==> config.mk <==
export PLATFORM = sky130hd
export DESIGN_NAME = dual_queue_ctrl
export DESIGN_NICKNAME = d
export VERILOG_FILES = /design/src/rtl/dual_queue_ctrl.sv
export SDC_FILE = /design/constraint.sdc
export NUM_CORES = 1
export LEC_CHECK = 0
export ABC_AREA = 1
export CORE_ASPECT_RATIO = 0.8
export CORE_MARGIN = 3
export CORE_UTILIZATION = 40
export CTS_BUF_LIST = sky130_fd_sc_hd__clkbuf_4
export CTS_CLUSTER_SIZE = 30
export DETAILED_ROUTE_END_ITERATION = 12
export GPL_ROUTABILITY_DRIVEN = 0
export PLACE_DENSITY_LB_ADDON = 0.3
export SYNTH_ARGS = -nofsm -noshare
export SYNTH_HDL_FRONTEND = slang
export SYNTH_SLANG_ARGS = --single-unit
==> constraint.sdc <==
create_clock -name clk -period 2.8 [get_ports clk]
set_clock_uncertainty 0.1 [all_clocks]
set_input_delay 0.56 -clock clk [delete_from_list [all_inputs] [get_ports clk]]
set_output_delay 0.56 -clock clk [all_outputs]
set_load 0.1 [all_outputs]
==> src/rtl/dual_queue_ctrl.sv <==
`default_nettype none
// +----------------------------------------------------------------------+
// | dual_queue_ctrl: two FIFOs sharing one 1W / async-read memory        |
// | Revision: 1.0                                                        |
// +----------------------------------------------------------------------+
module dual_queue_ctrl #(
  parameter int ADDR_SIZE  = 4,
  parameter int WORD_WIDTH = 8
) (
  input  logic                  clk,
  input  logic                  rst,
  input  logic [1:0]            wr_valid,
  input  logic [WORD_WIDTH-1:0] wr_data0,
  input  logic [WORD_WIDTH-1:0] wr_data1,
  output logic [1:0]            wr_ready,
  input  logic                  rd_en,
  input  logic                  rd_ch,
  output logic [WORD_WIDTH-1:0] rd_data,
  output logic                  rd_valid,
  output logic [1:0]            full,
  output logic [1:0]            empty,
  output logic [ADDR_SIZE-1:0]  count0,
  output logic [ADDR_SIZE-1:0]  count1,
  output logic                  mem_we,
  output logic [ADDR_SIZE-1:0]  mem_addr_w,
  output logic [WORD_WIDTH-1:0] mem_data_w,
  output logic [ADDR_SIZE-1:0]  mem_addr_r,
  input  logic [WORD_WIDTH-1:0] mem_data_r
);

  localparam int PW = ADDR_SIZE - 1;
  localparam logic [ADDR_SIZE-1:0] C_HALF = {1'b1, {PW{1'b0}}};

  logic [2*PW-1:0]        w_wptr;
  logic [2*PW-1:0]        w_rptr;
  logic [2*ADDR_SIZE-1:0] w_count;
  logic [1:0]             w_elig;
  logic [1:0]             w_grant;
  logic [1:0]             w_pop;
  logic                   w_gsel;
  logic                   prio_q;
  logic                   prio_d;

  for (genvar i = 0; i < 2; i++) begin : g_queue
    logic [PW-1:0]        wptr_q;
    logic [PW-1:0]        wptr_d;
    logic [PW-1:0]        rptr_q;
    logic [PW-1:0]        rptr_d;
    logic [ADDR_SIZE-1:0] count_q;
    logic [ADDR_SIZE-1:0] count_d;

    // Pointers wrap naturally at the half depth; a same-cycle push and pop leave the count alone.
    always_comb begin
      wptr_d  = wptr_q;
      rptr_d  = rptr_q;
      count_d = count_q;
      if (w_grant[i]) wptr_d = wptr_q + PW'(1);
      if (w_pop[i])   rptr_d = rptr_q + PW'(1);
      case ({w_grant[i], w_pop[i]})
        2'b10:   count_d = count_q + ADDR_SIZE'(1);
        2'b01:   count_d = count_q - ADDR_SIZE'(1);
        default: count_d = count_q;
      endcase
    end

    always_ff @(posedge clk or posedge rst) begin
      if (rst) begin
        wptr_q  <= '0;
        rptr_q  <= '0;
        count_q <= '0;
      end else begin
        wptr_q  <= wptr_d;
        rptr_q  <= rptr_d;
        count_q <= count_d;
      end
    end

    assign full[i]  = (count_q == C_HALF);
    assign empty[i] = (count_q == '0);
    assign w_pop[i] = rd_en & (rd_ch == 1'(i)) & ~empty[i];

    assign w_wptr[i*PW +: PW]                 = wptr_q;
    assign w_rptr[i*PW +: PW]                 = rptr_q;
    assign w_count[i*ADDR_SIZE +: ADDR_SIZE]  = count_q;
  end

  // Full queues are never eligible, so a write into a full queue being popped simply loses the cycle.
  always_comb begin
    w_elig  = wr_valid & ~full;
    w_grant = 2'b00;
    if (!rst) begin
      case (w_elig)
        2'b01:   w_grant = 2'b01;
        2'b10:   w_grant = 2'b10;
        2'b11:   w_grant = prio_q ? 2'b10 : 2'b01;
        default: w_grant = 2'b00;
      endcase
    end
  end

  always_comb begin
    prio_d = prio_q;
    if (|w_grant) prio_d = ~w_grant[1];
  end

  always_ff @(posedge clk or posedge rst) begin
    if (rst) prio_q <= 1'b0;
    else     prio_q <= prio_d;
  end

  assign w_gsel     = w_grant[1];
  assign wr_ready   = w_grant;
  assign mem_we     = |w_grant;
  assign mem_addr_w = {w_gsel, w_gsel ? w_wptr[2*PW-1:PW] : w_wptr[PW-1:0]};
  assign mem_data_w = w_gsel ? wr_data1 : wr_data0;
  assign mem_addr_r = {rd_ch, rd_ch ? w_rptr[2*PW-1:PW] : w_rptr[PW-1:0]};
  assign rd_data    = mem_data_r;
  assign rd_valid   = ~empty[rd_ch];
  assign count0     = w_count[ADDR_SIZE-1:0];
  assign count1     = w_count[2*ADDR_SIZE-1:ADDR_SIZE];

endmodule
`default_nettype wire

==> results of run 1 <==
==> worst max-delay path by stage <==
stage	cells past startpoint	to	start	slack, ns
global route	7	mem_addr_w[1]	wr_valid[0]	0.05
detailed placement	11	count0[3]	rd_ch	0.12
finish	8	mem_data_w[2]	wr_valid[1]	0.16
global placement	8	mem_data_w[2]	wr_valid[1]	0.16
floorplan	2	mem_addr_r[0]	rd_ch	-0.70
CTS	8	mem_data_w[2]	wr_valid[1]	0.13
==> through the flow <==
step | worst slack, ns | util, %
after floorplan | -0.697 | -
after global placement | 0.164 | 62.9
after detailed placement | 0.122 | 62.9
after CTS | 0.134 | 63.8
after global routing | 0.0488 | 63.8
final | 0.157 | 63.8
==> cell usage in the layout (no fill, tap or decap) <==
cell             instances
nand2_1                 69
inv_1                   22
clkdlybuf4s50_1         21
buf_12                  21
buf_4                   15
dfrtp_1                 13
ha_1                    10
nand2_2                  9
xnor2_1                  9
nand3_1                  8
dfrtp_2                  8
o21ai_0                  7
nor2_1                   4
xor2_1                   4
clkbuf_4                 4
nor2_2                   3
nand3_2                  2
o21ai_2                  2
nand4_1                  2
a21oi_1                  2
inv_2                    1
o21a_1                   1
o21ai_4                  1
fa_1                     1
==> layer usage <==
layer  track usage (%)  up-vias  share of wire [%]
met4              2.33        0               0.33
met2              22.0       26                 45
li1                  -      676                  -
met1              20.8      551                 49
met5                 0        -                  0
met3              5.21        2                5.5
==> final cells by class <==
cell class / instances / area, um2 / area share (%)
Tap cell: 42 / 52.6 / 2.37
Timing Repair Buffer: 57 / 743 / 33.6
Sequential cell: 21 / 536 / 24.2
Multi-Input combinational cell: 134 / 767 / 34.6
Inverter: 23 / 86.3 / 3.90
Clock buffer: 4 / 30.0 / 1.36
==> registers in the layout, summed over array words and instances (netlist names) <==
name and cells:
count0 4, g_queue.rptr_q 6, g_queue.wptr_q 6, count1 4, prio_q 1
==> cell families after synthesis <==
family,synth area share (%)
simple gates,27.6
buf+inv,14.0
flops,35.9
compound gates,4.87
xor+xnor,7.77
fa+ha+maj,9.91
==> worst reg2reg max path, delay by kind of cell, from the launching register on <==
family | cells | cell delay (ns)
AND/OR/NAND/NOR | 5 | 0.71
flip-flops | 1 | 0.47
adder cells (fa/ha/maj) | 2 | 0.41
AO/OA/AOI/OAI | 2 | 0.18
XOR/XNOR | 1 | 0.16
buffers and inverters | 2 | 0.15
==> results.ini, run 1 <==
[outcome]
status = finished clean

[logic_synthesis]
synth_cell_types = 22
netlist_instances = 192
netlist_top_cells_area = dfrtp_1 (36%), nand2_1 (19%), ha_1 (8.5%)
synth_top_area_share_pct = 35.9
netlist_top_cells_count = nand2_1 (76), inv_1 (22), dfrtp_1 (21)
synth_area_um2 = 1470
synth-edff-count = 0
synth_fp_nets = 233
synth-seq-cells = 21
avgSynthCellArea_um2 = 7.63
synth_warnings = 0
synth_largest_area_cell = dfrtp_1
synth_flop_cell = dfrtp_1
synth.most_common_cell = nand2_1
synth-seq-area-share_pct = 35.9
async_flop_share_pct = 100

[cells_and_area]
fin_nets = 281
final-instance-count-excl-fill = 281
layout-drive-gt1-share_pct = 27.6
diodes = 0
syn_to_final_growth_pct = 51.2
finalInstanceArea_um2 = 2210
fillerInstances = 295

[route]
remaining_drc_errors = 0
wire_per_inst_um = 10.9
dr_total_vias = 1255
first_pass_iters = 4
antenna_left = 0
wl_mm = 3.05
via_per_inst = 4.47
drtIter0Drc = 38

[global_route]
grt_overflow_total = 0
antenna_found_initial = 0
grt_first_pass_wirelength_mm = 5.06
track_usage_pct = 14.7
grt_max_degree = 18
grt_pass1_vias = 1099

[clock_tree]
cts_htree_levels = 1
postCtsHoldBufs = 0
clkTransAtPathRegs_ns = 0.12
cts_setup_buffers = 0
cts_tree = built
numCtsBuffers = 3
cts.sinks = 21
clk_latency_ns = 0.30
root_buffer = clkbuf_4
cts_resized = 0
clockBufferDepth = 2

[setup_path]
timing.rr.end = count1[2]
crit_slowest_cell = clkdlybuf4s50_1
r2r_cells = 12
crit_path_end_kind = primary output
cp_top_family = buffers and inverters
path_class = in2out
r2r_slack_ns = 0.56
slowest_delay_ns = 0.50
r2r_start = count1[1]
required_ns = 2.14
critPathLaunchType = input port
cp_cell_sequence = clkdlybuf4s50_1 -> nand2_2 -> nor2_2 -> o21ai_2 -> inv_2 -> nand2_1 -> nand2_2 -> buf_12
critPathMaxFanout = 14
path_common_cell = nand2_2
cp.arrival_ns = 1.98
critPathBufInv = 3

[min_path]
whs_path_depth = 1
whs_endpoint = g_queue[1].rptr_q[2]
worstHoldStart = g_queue[1].rptr_q[2]
hold_class = reg2reg

[timing]
fin_crit_sh_pct = 94.4
fin_crit_ns = 2.64
rsz0062_at_grt = no
setup_viol = 0
hold_viol = 0
fin_setup_tns_ns = 0
whs_ns = 0.387
relSlewSlack_pct = 59.1
drv_slew = 0
fmaxAchievable_mhz = 378
worstMarginPinSlew_ns = 0.613

[floorplan]
dieArea_um2 = 4430
die_x_um = 73.7
die_h_um = 60.1
coreArea_um2 = 3470
initial_core_util_pct = 42.2
rows = 19
io_pins = 70

[place]
io_buffers = 53
hpwl_mm = 2.53
dp.cells = 277
dpl_cell_area_um2 = 2180

[flow_run]
max_cap_violations = 0

Power of run 1 is not shown: default switching activity piles up to over one toggle a cycle in this logic, so the estimate is an artifact.
==> inputs of run 2 (changes only) <==
- CORE_ASPECT_RATIO: 0.8 -> not set
- SLEW_MARGIN: not set -> 20
==> results.ini, run 2 (synthesized netlist as in run 1, its figures left out) <==
[timing]
rsz0062_at_grt = no
whs_ns = 0.377
hold_viol = 0
worstMarginPinSlew_ns = 0.373
fmaxAchievable_mhz = 383
drv_slew = 0
relSlewSlack_pct = 74.9
fin_setup_tns_ns = 0
fin_crit_ns = 2.61
fin_ws_ns = 0.190
setup_viol = 0
fin_crit_sh_pct = 93.2

[floorplan]
io_pins = 70
dieArea_um2 = 4420
die_h_um = 66.5
coreArea_um2 = 3440
initial_core_util_pct = 42.6
rows = 21
die_x_um = 66.5

[clock_tree]
clk_latency_ns = 0.30
cts_resized = 0
postCtsHoldBufs = 0
numCtsBuffers = 3
cts_htree_levels = 1
cts_tree = built
cts.sinks = 21
clkTransAtPathRegs_ns = 0.11
clockBufferDepth = 2
root_buffer = clkbuf_4
cts_setup_buffers = 0

[route]
drtIter0Drc = 38
wire_per_inst_um = 11.1
first_pass_iters = 4
antenna_left = 0
via_per_inst = 4.62
remaining_drc_errors = 0
wl_mm = 3.22
dr_total_vias = 1339

[setup_path]
path_class = in2out
required_ns = 2.14
cp_cell_sequence = clkdlybuf4s50_1 -> nand2_2 -> nor2_2 -> o21ai_2 -> inv_2 -> nand2_1 -> nand2_1 -> buf_12
crit_path_end_kind = primary output
cp.arrival_ns = 1.95
critPathLaunchType = input port
critPathMaxFanout = 14
path_common_cell = nand2_1
cp_top_family = buffers and inverters
critPathBufInv = 3
slowest_delay_ns = 0.50
crit_slowest_cell = clkdlybuf4s50_1

[place]
hpwl_mm = 2.71
io_buffers = 53
pre_cts_ws_ns = 0.0671

[cells_and_area]
utilization_pct = 65.2
seqCellArea_um2 = 536
syn_to_final_growth_pct = 53.2
fin_nets = 286
mostFrequentLayoutCell = nand2_1
fillerInstances = 284
final_cell_mix = nand2_1 (69), inv_1 (22), clkdlybuf4s50_1 (21), buf_4 (21), buf_12 (20)
layout-drive-gt1-share_pct = 29.1
multiInputGateArea_um2 = 767
reg.largest.list = g_queue.rptr_q (6), g_queue.wptr_q (6)
diodes = 0

[global_route]
track_usage_pct = 15.2
antenna_found_initial = 0
grt_pass1_vias = 1234
grt_first_pass_wirelength_mm = 5.20
grt_overflow_total = 0
grt_max_degree = 22

[flow_run]
max_cap_violations = 0

[outcome]
status = finished clean

[min_path]
hold_class = reg2reg

==> run 2: changes by cell type in the layout (fill, tap and decap cells not counted) <==
cell,delta
buf_12,-1
buf_4,+6
==> run 2: layer usage <==
metal	global-route usage [%]	up-vias	wire [um]
met2	25.4	52	1460
li1	-	685	-
met1	18.3	597	1370
met4	6.09	0	47
met5	0	-	0
met3	4.05	5	340
==> run 2: area by class of cell <==
cell class / instances / area share [%]
Inverter: 23 / 3.85
Clock buffer: 4 / 1.34
Multi-Input combinational cell: 134 / 34.2
Tap cell: 46 / 2.56
Timing Repair Buffer: 62 / 34.2
Sequential cell: 21 / 23.9
==> run 2: path summary, 6_finish.rpt <==
| path | startpoint | end | slack [ns] | depth (start not counted) |
|---|---|---|---|---|
| max | wr_valid[1] | mem_data_w[7] | 0.19 | 8 |
| min | g_queue[1].rptr_q[2] | g_queue[1].rptr_q[2] | 0.38 | 1 |
| max reg2reg | count1[1] | count1[2] | 0.59 | 13 |
| min reg2reg | g_queue[1].rptr_q[2] | g_queue[1].rptr_q[2] | 0.38 | 1 |
| max in group asynchronous | rst | count0[1] | 1.81 | 3 |
| min in group asynchronous | rst | g_queue[0].rptr_q[0] | 0.57 | 3 |
==> run 2: per-stage QoR <==
stage | instance area [um2] | instances
2_1_floorplan | 1510 | 192
3_3_place_gp | 2210 | 286
3_5_place_dp | 2210 | 286
4_1_cts | 2240 | 290
5_1_grt | 2240 | 290
6_report | 2240 | 290
Power of run 2 is left out for the same reason.
==> inputs of run 3 (changes only) <==
- CORE_ASPECT_RATIO: not set -> 1.2
==> results.ini, run 3 (synthesized netlist as in run 1, its figures left out) <==
[clock_tree]
cts_htree_levels = 1
numCtsBuffers = 3
cts_tree = built
clkTransAtPathRegs_ns = 0.12
clk_latency_ns = 0.31
postCtsHoldBufs = 0
cts_resized = 0
cts_setup_buffers = 0
root_buffer = clkbuf_4
clockBufferDepth = 2
cts.sinks = 21

[cells_and_area]
layout-drive-gt1-share_pct = 28.2
syn_to_final_growth_pct = 50.7
mostFrequentLayoutCell = nand2_1
diodes = 0
fin_nets = 283
final_cell_mix = nand2_1 (69), inv_1 (22), clkdlybuf4s50_1 (21), buf_12 (20), buf_4 (18)
reg.largest.list = g_queue.rptr_q (6), g_queue.wptr_q (6)

[setup_path]
critPathLaunchType = input port
r2r_slack_ns = 0.53
crit_path_end_kind = primary output
required_ns = 2.14
path_class = in2out
critPathMaxFanout = 11
cp.arrival_ns = 1.94

[place]
io_buffers = 53
hpwl_mm = 2.56

[timing]
worstMarginPinSlew_ns = 0.347
fin_setup_tns_ns = 0
fin_crit_sh_pct = 92.9
fin_crit_ns = 2.60
rsz0062_at_grt = no
drv_slew = 0
fmaxAchievable_mhz = 384
hold_viol = 0
relSlewSlack_pct = 76.6
setup_viol = 0

[global_route]
grt_pass1_vias = 1229
grt_overflow_total = 0
antenna_found_initial = 0
track_usage_pct = 14.6
grt_max_degree = 20
grt_first_pass_wirelength_mm = 5.04

[route]
remaining_drc_errors = 0
dr_total_vias = 1320
via_per_inst = 4.75
drtIter0Drc = 45
wire_per_inst_um = 11.3
wl_mm = 3.13
first_pass_iters = 4
antenna_left = 0

[floorplan]
coreArea_um2 = 3420
rows = 23
io_pins = 70
initial_core_util_pct = 42.8
die_h_um = 72.3
die_x_um = 61.3
dieArea_um2 = 4430

[min_path]
hold_class = reg2reg

[outcome]
status = finished clean

[flow_run]
max_cap_violations = 0

==> run 3: cell count changes in the layout (fill, tap and decap cells not counted), sizes merged <==
cell,previous run,this run
buf,41,38
clkbuf,4,3
clkinv,0,1
==> run 3: final timing paths <==
path,from,to,cells past startpoint
max in group asynchronous,rst,count1[1],3
max reg2reg,count1[0],count1[2],12
max,wr_valid[0],mem_addr_w[0],7
min in group asynchronous,rst,g_queue[1].wptr_q[2],2
min,g_queue[1].rptr_q[2],g_queue[1].rptr_q[2],1
min reg2reg,g_queue[1].rptr_q[2],g_queue[1].rptr_q[2],1
==> run 3: metrics by stage <==
stage / utilization, % / instances / setup slack [ns] / instance area [um2] / hold slack, ns
after floorplan: - / 192 / -0.697 / 1510 / 0.345
after global placement: 63.7 / 274 / 0.195 / 2180 / 0.368
after detailed placement: 63.7 / 274 / 0.150 / 2180 / 0.362
after CTS: 64.5 / 278 / 0.192 / 2210 / 0.382
after global routing: 64.5 / 278 / 0.0653 / 2210 / 0.400
final: 64.5 / 278 / 0.198 / 2210 / 0.381
==> run 3: critical path: stages <==
cell and delay [ns]:
clkdlybuf4s50_1 0.46, nand2_1 0.08, o21ai_2 0.23, buf_4 0.24, nand2_1 0.10, o21ai_4 0.08
buf_12 0.19
==> run 3: layout make-up <==
type / instances / area (um2)
Multi-Input combinational cell: 134 / 767
Tap cell: 37 / 46.3
Inverter: 23 / 86.3
Fill cell: 290 / 1220
Clock inverter: 1 / 5.00
Sequential cell: 21 / 536
Clock buffer: 3 / 22.5
Timing Repair Buffer: 59 / 746
==> run 3: per-layer routing <==
layer  track usage, %  vias to the layer above  routed length, um
met1             15.4                      590               1240
met4             5.30                        0                 29
met5                0                        -                  0
li1                 -                      676                  -
met3             3.38                        4                349
met2             26.9                       50               1510
Power of run 3 is left out for the same reason.
